### config.mk
export PLATFORM = sky130hd
export DESIGN_NAME = uart_tx_block_seq
export DESIGN_NICKNAME = d
export VERILOG_FILES = /design/src/rtl/uart_txseq_pkg.sv /design/src/rtl/uart_txseq_xor.sv /design/src/rtl/uart_tx_block_seq.sv
export SDC_FILE = /design/constraint.sdc
export NUM_CORES = 1
export LEC_CHECK = 0
export BUFFER_PORTS_ARGS = -buffer_cell sky130_fd_sc_hd__buf_2
export CORE_MARGIN = 2
export CORE_UTILIZATION = 40
export CTS_CLUSTER_SIZE = 12
export DETAILED_ROUTE_END_ITERATION = 8
export PLACE_DENSITY = 0.62
export SLEW_MARGIN = 10
export SYNTH_ARGS = -nofsm -noshare
export SYNTH_HDL_FRONTEND = slang
export SYNTH_HIERARCHICAL = 1
export SYNTH_SLANG_ARGS = --single-unit
### constraint.sdc
create_clock -name clk -period 6.1 [get_ports clk]
set_input_delay 0.305 -clock clk [delete_from_list [all_inputs] [get_ports clk]]
set_output_delay 0.305 -clock clk [all_outputs]
set_load 0.05 [all_outputs]
### src/rtl/uart_txseq_pkg.sv
// rtl/uart_txseq_pkg.sv - shared state type and constants for the UART block transmit sequencer
package uart_txseq_pkg;

  localparam int BYTE_W  = 8;
  localparam int GAP_LEN = 1;

  typedef enum logic [2:0] {
    IDLE,
    SEND,
    WAIT,
    GAP,
    FIN
  } txseq_state_e;

endpackage

### src/rtl/uart_txseq_xor.sv
// rtl/uart_txseq_xor.sv - 8-bit XOR checksum accumulator with clear and fold enable
module uart_txseq_xor
  import uart_txseq_pkg::*;
(
  input  logic              clk,
  input  logic              reset,
  input  logic              clr_i,
  input  logic              en_i,
  input  logic [BYTE_W-1:0] din_i,
  output logic [BYTE_W-1:0] acc_o
);

  logic [BYTE_W-1:0] acc_q, acc_d;

  // clear takes priority over a fold in the same cycle
  always_comb begin
    acc_d = acc_q;
    if (clr_i) begin
      acc_d = '0;
    end else if (en_i) begin
      acc_d = acc_q ^ din_i;
    end
  end

  // accumulator register
  always_ff @(posedge clk or posedge reset) begin
    if (reset) begin
      acc_q <= '0;
    end else begin
      acc_q <= acc_d;
    end
  end

  assign acc_o = acc_q;

endmodule

### src/rtl/uart_tx_block_seq.sv
// rtl/uart_tx_block_seq.sv - streams a multi-byte block MSB byte first into the UART transmitter; UART_TXSEQ_CHECKSUM_EN appends an XOR checksum byte
module uart_tx_block_seq
  import uart_txseq_pkg::*;
#(
  parameter int NBYTES = 16
) (
  input  logic                     clk,
  input  logic                     reset,
  input  logic                     blk_valid,
  input  logic [BYTE_W*NBYTES-1:0] blk_data,
  output logic                     blk_ready,
  output logic                     tx_start,
  output logic [BYTE_W-1:0]        tx_byte,
  input  logic                     tx_done_flag,
  output logic                     busy,
  output logic                     done
);

  localparam int CW = $clog2(NBYTES + 2);
  localparam int SW = BYTE_W * NBYTES;
`ifdef UART_TXSEQ_CHECKSUM_EN
  localparam int TOTAL = NBYTES + 1;
`else
  localparam int TOTAL = NBYTES;
`endif

  txseq_state_e      state_q, state_d;
  logic [CW-1:0]     cnt_q, cnt_d;
  logic [SW-1:0]     shreg_q, shreg_d;
  logic [BYTE_W-1:0] byte_q, byte_d;
  logic [BYTE_W-1:0] next_byte;

`ifdef UART_TXSEQ_CHECKSUM_EN
  logic              csum_clr;
  logic              csum_en;
  logic [BYTE_W-1:0] csum;

  // fold each data byte while it is on the wire; the checksum byte itself is not folded
  assign csum_clr = (state_q == IDLE) && blk_valid;
  assign csum_en  = (state_q == SEND) && (cnt_q < CW'(NBYTES));

  uart_txseq_xor u_xor (
    .clk   (clk),
    .reset (reset),
    .clr_i (csum_clr),
    .en_i  (csum_en),
    .din_i (byte_q),
    .acc_o (csum)
  );

  // once every data byte has gone, the shift register is empty and the checksum goes next
  assign next_byte = (cnt_q == CW'(NBYTES)) ? csum : shreg_q[SW-1 -: BYTE_W];
`else
  assign next_byte = shreg_q[SW-1 -: BYTE_W];
`endif

  // next-state logic: accept a block, then start/wait/gap for each byte, then pulse done
  always_comb begin
    state_d = state_q;
    cnt_d   = cnt_q;
    shreg_d = shreg_q;
    byte_d  = byte_q;
    unique case (state_q)
      IDLE: begin
        if (blk_valid) begin
          shreg_d = blk_data;
          cnt_d   = '0;
          byte_d  = blk_data[SW-1 -: BYTE_W];
          state_d = SEND;
        end
      end
      SEND: state_d = WAIT;
      WAIT: begin
        if (tx_done_flag) begin
          cnt_d   = cnt_q + CW'(1);
          shreg_d = shreg_q << BYTE_W;
          state_d = GAP;
        end
      end
      GAP: begin
        if (cnt_q < CW'(TOTAL)) begin
          byte_d  = next_byte;
          state_d = SEND;
        end else begin
          state_d = FIN;
        end
      end
      FIN:     state_d = IDLE;
      default: state_d = IDLE;
    endcase
  end

  // state, counter, shift register and output byte registers
  always_ff @(posedge clk or posedge reset) begin
    if (reset) begin
      state_q <= IDLE;
      cnt_q   <= '0;
      shreg_q <= '0;
      byte_q  <= '0;
    end else begin
      state_q <= state_d;
      cnt_q   <= cnt_d;
      shreg_q <= shreg_d;
      byte_q  <= byte_d;
    end
  end

  assign blk_ready = (state_q == IDLE);
  assign busy      = (state_q != IDLE);
  assign tx_start  = (state_q == SEND);
  assign done      = (state_q == FIN);
  assign tx_byte   = byte_q;

endmodule

==> impl_metrics.toml, run 1 <==
[synthesis]
yosys_warnings = 6
postSynthCellCount = 481
ys_types = 28
syn_avg_cell_area_um2 = 14.8
synth_seq_cells = 144
syn_nets = 614
yosysSeqAreaShare_pct = 50.5
syn-cell-area_mm2 = 0.00714

[global_routing]
grt.total_usage_pct = 15.8
antenna_found_initial = 2
grt_pass1_wl_mm = 23.2
grt_pass1_vias = 4524
grt_max_degree = 95
grt.overflow.total = 0

[sta]
hold_viol_final = 0
worst_pin_slew_ns = 0.963
maxSlewHeadroom_pct = 35.8
fmax_mhz = 405
finalCritPeriodShare_pct = 40.5
setup_ws_ns = 3.63
timing.setup.tns_ns = 0
finalSetupViolCount = 0
min_period_ns = 2.47
drv_slew = 0
rsz0062_at_grt = "false"
skew_ns = 0.00803

[power]
seqPwrFrac_pct = 36.3
pwr-share-clk_pct = 22.8
internal-power_mw = 3.26
leakagePower_nw = 3.73
switching_share_pct = 31.0
share_comb_of_total_power_pct = 41.0
p_per_area_mw_per_mm2 = 549
switchingPower_mw = 1.46
vdd_ir_drop_max_uv = 337
power.total_mw = 4.72

[place]
dp_hpwl_mm = 9.73
dpl_cell_area_mm2 = 0.00795
gp_congestion = 0.755
place_ws_ns = 3.06
portBuffers = 143

[route]
vias = 4169
ant_nets = 0
totalWireLength_mm = 14.2
first_iter_violations = 124
via_per_inst = 4.87
dr.pass1.iters = 4
post-route-drc-count = 0
post_drt_wl_per_cell_um = 16.6

[critical_path]
crit_required_ns = 6.39
crit_type = "flip-flop to flip-flop"
cp-end-kind = "flip-flop"
cp-startpoint = "state_q[1]"
crit_fanout = 55
r2r-start = "state_q[1]"
crit_arrival_ns = 2.76
start_kind = "flip-flop"

[clocking]
numCtsBuffers = 17
postCtsHoldBufs = 0
clkSlewWorstSetupHoldPaths_ns = 0.06
cts_resized = 0
cts_buffer_depth = 2
cts_tree = "built"
clock-sinks = 144
clockRootBuffer = "clkbuf_16"
h-tree-depth = 4
post_cts_buffers = 0
worst_skew_pair.late_latency_ns = 0.42

[floorplanning]
placementRows = 48
die_h_um = 138
start_util_pct = 41.1
die_x_um = 138
pin_count = 144
die_area_mm2 = 0.0189
core-area_mm2 = 0.0174

[hold_path]
hold_class = "input port to async pin"

[final_layout]
layout-drive-gt1-share_pct = 71.4
nets = 751
mostFrequentLayoutCell = "mux2_2"
layout_common_cells = "264 x mux2_2, 144 x dfrtp_1, 143 x buf_2"
design_area_mm2 = 0.00860
utilization_pct = 49.5
syn_to_final_growth_pct = 20.5
fillers = 1538

[status]
status = "finished, final reports clean"

[job]
drv_cap = 0
==> path summary, 6_finish.rpt <==
kind | endpoint | slack [ns] | depth (start not counted)
min in group clk | shreg_q[6] | 0.25 | 3
max in group asynchronous | shreg_q[8] | 4.81 | 3
worst min register to register | shreg_q[0] | 0.50 | 1
worst max register to register | shreg_q[117] | 3.63 | 4
worst max-delay path | shreg_q[117] | 3.63 | 4
worst min-delay path | shreg_q[6] | 0.05 | 2
==> state kept, by name (all words and copies together), names as in the netlist <==
register,cells
tx_byte,8
state_q,3
shreg_q,128
cnt_q,5
==> cells in the mapped netlist <==
master	number	share of area (%)
mux2_2	264	42
dfrtp_1	144	50
buf_2	13	0.91
buf_6	12	1.9
nor2b_1	8	0.70
buf_4	4	0.42
nand3b_1	4	0.42
inv_1	3	0.16
nor2_1	3	0.16
a22o_1	2	0.25
clkbuf_1	2	0.11
nand3_1	2	0.14
nor3b_1	2	0.21
o21ai_0	2	0.14
or3_1	2	0.18
xnor2_1	2	0.25
a2111oi_0	1	0.12
a21oi_4	1	0.23
and4bb_2	1	0.18
ha_1	1	0.18
mux2_1	1	0.16
mux2i_4	1	0.32
nor3_2	1	0.14
nor3b_2	1	0.18
nor4b_1	1	0.12
o21a_1	1	0.11
o41ai_1	1	0.12
or3b_1	1	0.12
==> stage by stage <==
step / hold WS [ns] / cells
final: 0.0519 / 856
after global routing: 0.134 / 855
after CTS: 0.0972 / 854
after detailed placement: 0.489 / 823
after global placement: 0.469 / 823
after floorplan: 0.452 / 481
==> layout make-up <==
class	instances	area (um2)	area share, %
tap	225	282	3.27
antenna	1	2.50	0.0291
multi-input combinational	303	3300	38.4
clock buffer	17	425	4.95
inverter	3	16.3	0.189
sequential	144	3600	41.9
clock inverter	14	190	2.21
timing repair buffer	149	781	9.08
==> power groups by stage <==
stage | clock network [mW] | logic (mW) | registers, mW
2_1_floorplan | 0 | 1.65 | 1.71
3_3_place_gp | 0 | 1.89 | 1.70
3_5_place_dp | 0 | 1.94 | 1.73
4_1_cts | 1.11 | 1.95 | 1.72
5_1_grt | 1.16 | 2.11 | 1.78
6_report | 1.08 | 1.93 | 1.71
==> per-layer routing <==
| layer | up-vias | track usage, % | share of wire [%] |
|---|---|---|---|
| met3 | 17 | 4.97 | 5.5 |
| met1 | 2027 | 21.4 | 47 |
| met4 | 4 | 4.47 | 0.88 |
| li1 | 2021 | - | - |
| met2 | 100 | 24.5 | 46 |
| met5 | - | 0 | 0.19 |
==> critical path: stages, from the launching register on <==
cell     delay, ns
dfrtp_1       0.52
mux2i_4       0.28
nor3_4        0.43
buf_4         0.66
mux2_2        0.41
==> logic make-up (layout without fill, tap and decap cells) <==
kind of cell / Yosys count / after routing / share of synthesized area (%)
fa+ha+maj: 1 / 1 / 0.175
mux: 266 / 266 / 42.1
compound gates: 8 / 8 / 0.964
simple gates: 26 / 26 / 2.54
other cells: 0 / 1 / 0
buf+inv: 34 / 183 / 3.49
flops: 144 / 144 / 50.5
xor+xnor: 2 / 2 / 0.245
Power figures use the tool's default switching activity.
==> run 2: changes to the inputs <==
ABC_AREA = 1   (was default)
clock period = 2.3 ns   (was 6.1 ns; I/O delays follow)
==> run 2 against run 1 <==
  * Wire length increased by 55%
  * Sequential power grew to 2.6 times the previous value
  * Sequential cell count stayed put
  * Sequential share of layout area fell by 4.3 points
  * Global-route usage increased by 5.9 points
  * Critical path type is now flip-flop to output pin
==> impl_metrics.toml, run 2 <==
[sta]
hold_ws_ns = 0.0107
maxSlewHeadroom_pct = 47.2
fmax_mhz = 489
drv_slew = 0
rsz0062_at_grt = "false"
setup_ws_ns = 0.255
skew_ns = 0.00993
worst_pin_slew_ns = 0.792
finalCritPeriodShare_pct = 88.9
finalSetupViolCount = 0
min_period_ns = 2.05
hold_viol_final = 0
timing.setup.tns_ns = 0

[power]
p_per_area_mw_per_mm2 = 1480
power.total_mw = 14.2
vdd_ir_drop_max_uv = 785
leakagePower_nw = 5.39

[global_routing]
grt.total_usage_pct = 21.7
grt.overflow.total = 0
antenna_found_initial = 0
grt_max_degree = 84
grt_pass1_vias = 7280
grt_pass1_wl_mm = 36.2

[synthesis]
yosys.area_share.simple_pct = 46.5
synth_fa_ha_area_share_pct = 0.159
synth-compound-area-share_pct = 0.127
synth-edff-count = 0
yosysMostFrequentCell = "nand2_1"
synth_seq_cells = 144
yosys_warnings = 6
synth_top_family_by_area = "simple AND/OR/NAND/NOR gates"
synth_top_area_cell = "dfrtp_1"
syn-cell-area_mm2 = 0.00786
synthArstFlopShare_pct = 100
synthTopCellsByCount = "566 x nand2_1, 144 x dfrtp_1, 139 x nand3_1"
yosys.area.top_type_share_pct = 45.8
synthMuxAreaShare_pct = 0
ys.flop_type = "dfrtp_1"
synthTopCellsByArea = "dfrtp_1 46%, nand2_1 27%, nand4_1 9.6%"
synth_xor_area_share_pct = 0.223
yosysSeqAreaShare_pct = 45.8
ys_types = 20
postSynthCellCount = 1105
syn_avg_cell_area_um2 = 7.12
syn_nets = 1238

[route]
totalWireLength_mm = 22.1
first_iter_violations = 705
post-route-drc-count = 0
vias = 7680
via_per_inst = 5.15
ant_nets = 0
post_drt_wl_per_cell_um = 14.8
dr.pass1.iters = 5

[floorplanning]
die_h_um = 144
start_util_pct = 40.5
die_area_mm2 = 0.0208
die_x_um = 144
pin_count = 144
core-area_mm2 = 0.0194
placementRows = 51

[clocking]
cts_resized = 0
post_cts_buffers = 0
cts_tree = "built"
cts_buffer_depth = 2
clkSlewWorstSetupHoldPaths_ns = 0.06
numCtsBuffers = 17
worst_skew_pair.late_latency_ns = 0.42
clockRootBuffer = "clkbuf_16"
postCtsHoldBufs = 25
h-tree-depth = 4
clock-sinks = 144

[final_layout]
syn_to_final_growth_pct = 21.9
fillers = 2005
diodes = 0
top_register = "shreg_q"
layout-drive-gt1-share_pct = 16.8
nets = 1347
mostFrequentLayoutCell = "nand2_1"
layout_common_cells = "565 x nand2_1, 143 x dfrtp_1, 143 x buf_2"
largest_register_ffs = 128
utilization_pct = 49.4

[critical_path]
crit_chain = "buf_4 > nor3_1 > buf_2"
start_kind = "flip-flop"
cp-end-kind = "output pin"
slowest_stage = "dfrtp_4"
crit_fanout = 53
crit_required_ns = 2.18
crit_arrival_ns = 1.93
cpPeakStageDelay_ns = 0.51
crit_type = "flip-flop to output pin"

[status]
status = "finished, final reports clean"

[job]
drv_cap = 0

[place]
place_ws_ns = 0.377
dp_hpwl_mm = 12.9
gp_congestion = 0.800
portBuffers = 143

[hold_path]
hold_class = "input port to flip-flop"
run 2: cell count changes after synthesis, sizes merged, moves of 8 or more:
cell,before,now
inv,3,19
nand3,2,141
buf,29,70
nand2,0,569
mux2,265,0
nand4,0,121
nor2b,8,0
clkbuf,2,27
run 2: report_power, final:
part	internal [mW]	switching, mW	leakage (nW)
clock network	1.89	1.07	0.308
registers	3.78	0.651	1.80
logic	2.10	4.67	3.29
run 2: area by class of cell:
type	instances	area, um2	area share [%]
well taps	265	332	3.46
flip-flops and latches	144	3610	37.6
repair buffers	187	1220	12.7
clock buffers	20	467	4.87
clock inverters	10	160	1.67
multi-input cells	845	3720	38.8
inverters	19	80.1	0.835
run 2: per-stage QoR:
| step | instance area (um2) | cells |
|---|---|---|
| 2_1_floorplan | 7870 | 1105 |
| 3_3_place_gp | 8710 | 1435 |
| 3_5_place_dp | 8710 | 1435 |
| 4_1_cts | 9590 | 1490 |
| 5_1_grt | 9590 | 1490 |
| 6_report | 9590 | 1490 |
run 2: worst paths after layout:
check	from	endpoint	slack, ns	depth (start not counted)
max	state_q[1]	done	0.25	3
min	blk_data[40]	shreg_q[40]	0.01	5
max reg2reg	state_q[0]	shreg_q[105]	0.34	7
min reg2reg	tx_byte[0]	tx_byte[0]	0.46	2
max in group asynchronous	reset	shreg_q[56]	1.51	4
min in group asynchronous	reset	tx_byte[2]	0.35	4
run 2: worst max-delay path: cells and delay by family (launching register included):
kind | cells | cell delay (ns)
and+or+nand+nor | 1 | 0.36
DFF | 1 | 0.51
buffers and inverters | 2 | 0.64
run 2: metal layers:
| layer | part of all wire [%] | routed length, um | vias up | GRT usage, % |
|---|---|---|---|---|
| met4 | 0.95 | 211 | 0 | 5.31 |
| met3 | 5.3 | 1170 | 21 | 4.27 |
| met1 | 46 | 10300 | 3597 | 30.6 |
| met5 | 0 | 0 | - | 0 |
| met2 | 47 | 10500 | 228 | 34.5 |
| li1 | - | - | 3834 | - |
run 2: logic make-up (layout without fill, tap and decap cells):
family | after synthesis | after routing
buffers and inverters | 116 | 236
and+or+nand+nor | 840 | 840
xor gates and xnor gates | 2 | 2
AOI/OAI and AO/OA | 2 | 2
DFF | 144 | 144
adders and majority gates | 1 | 1
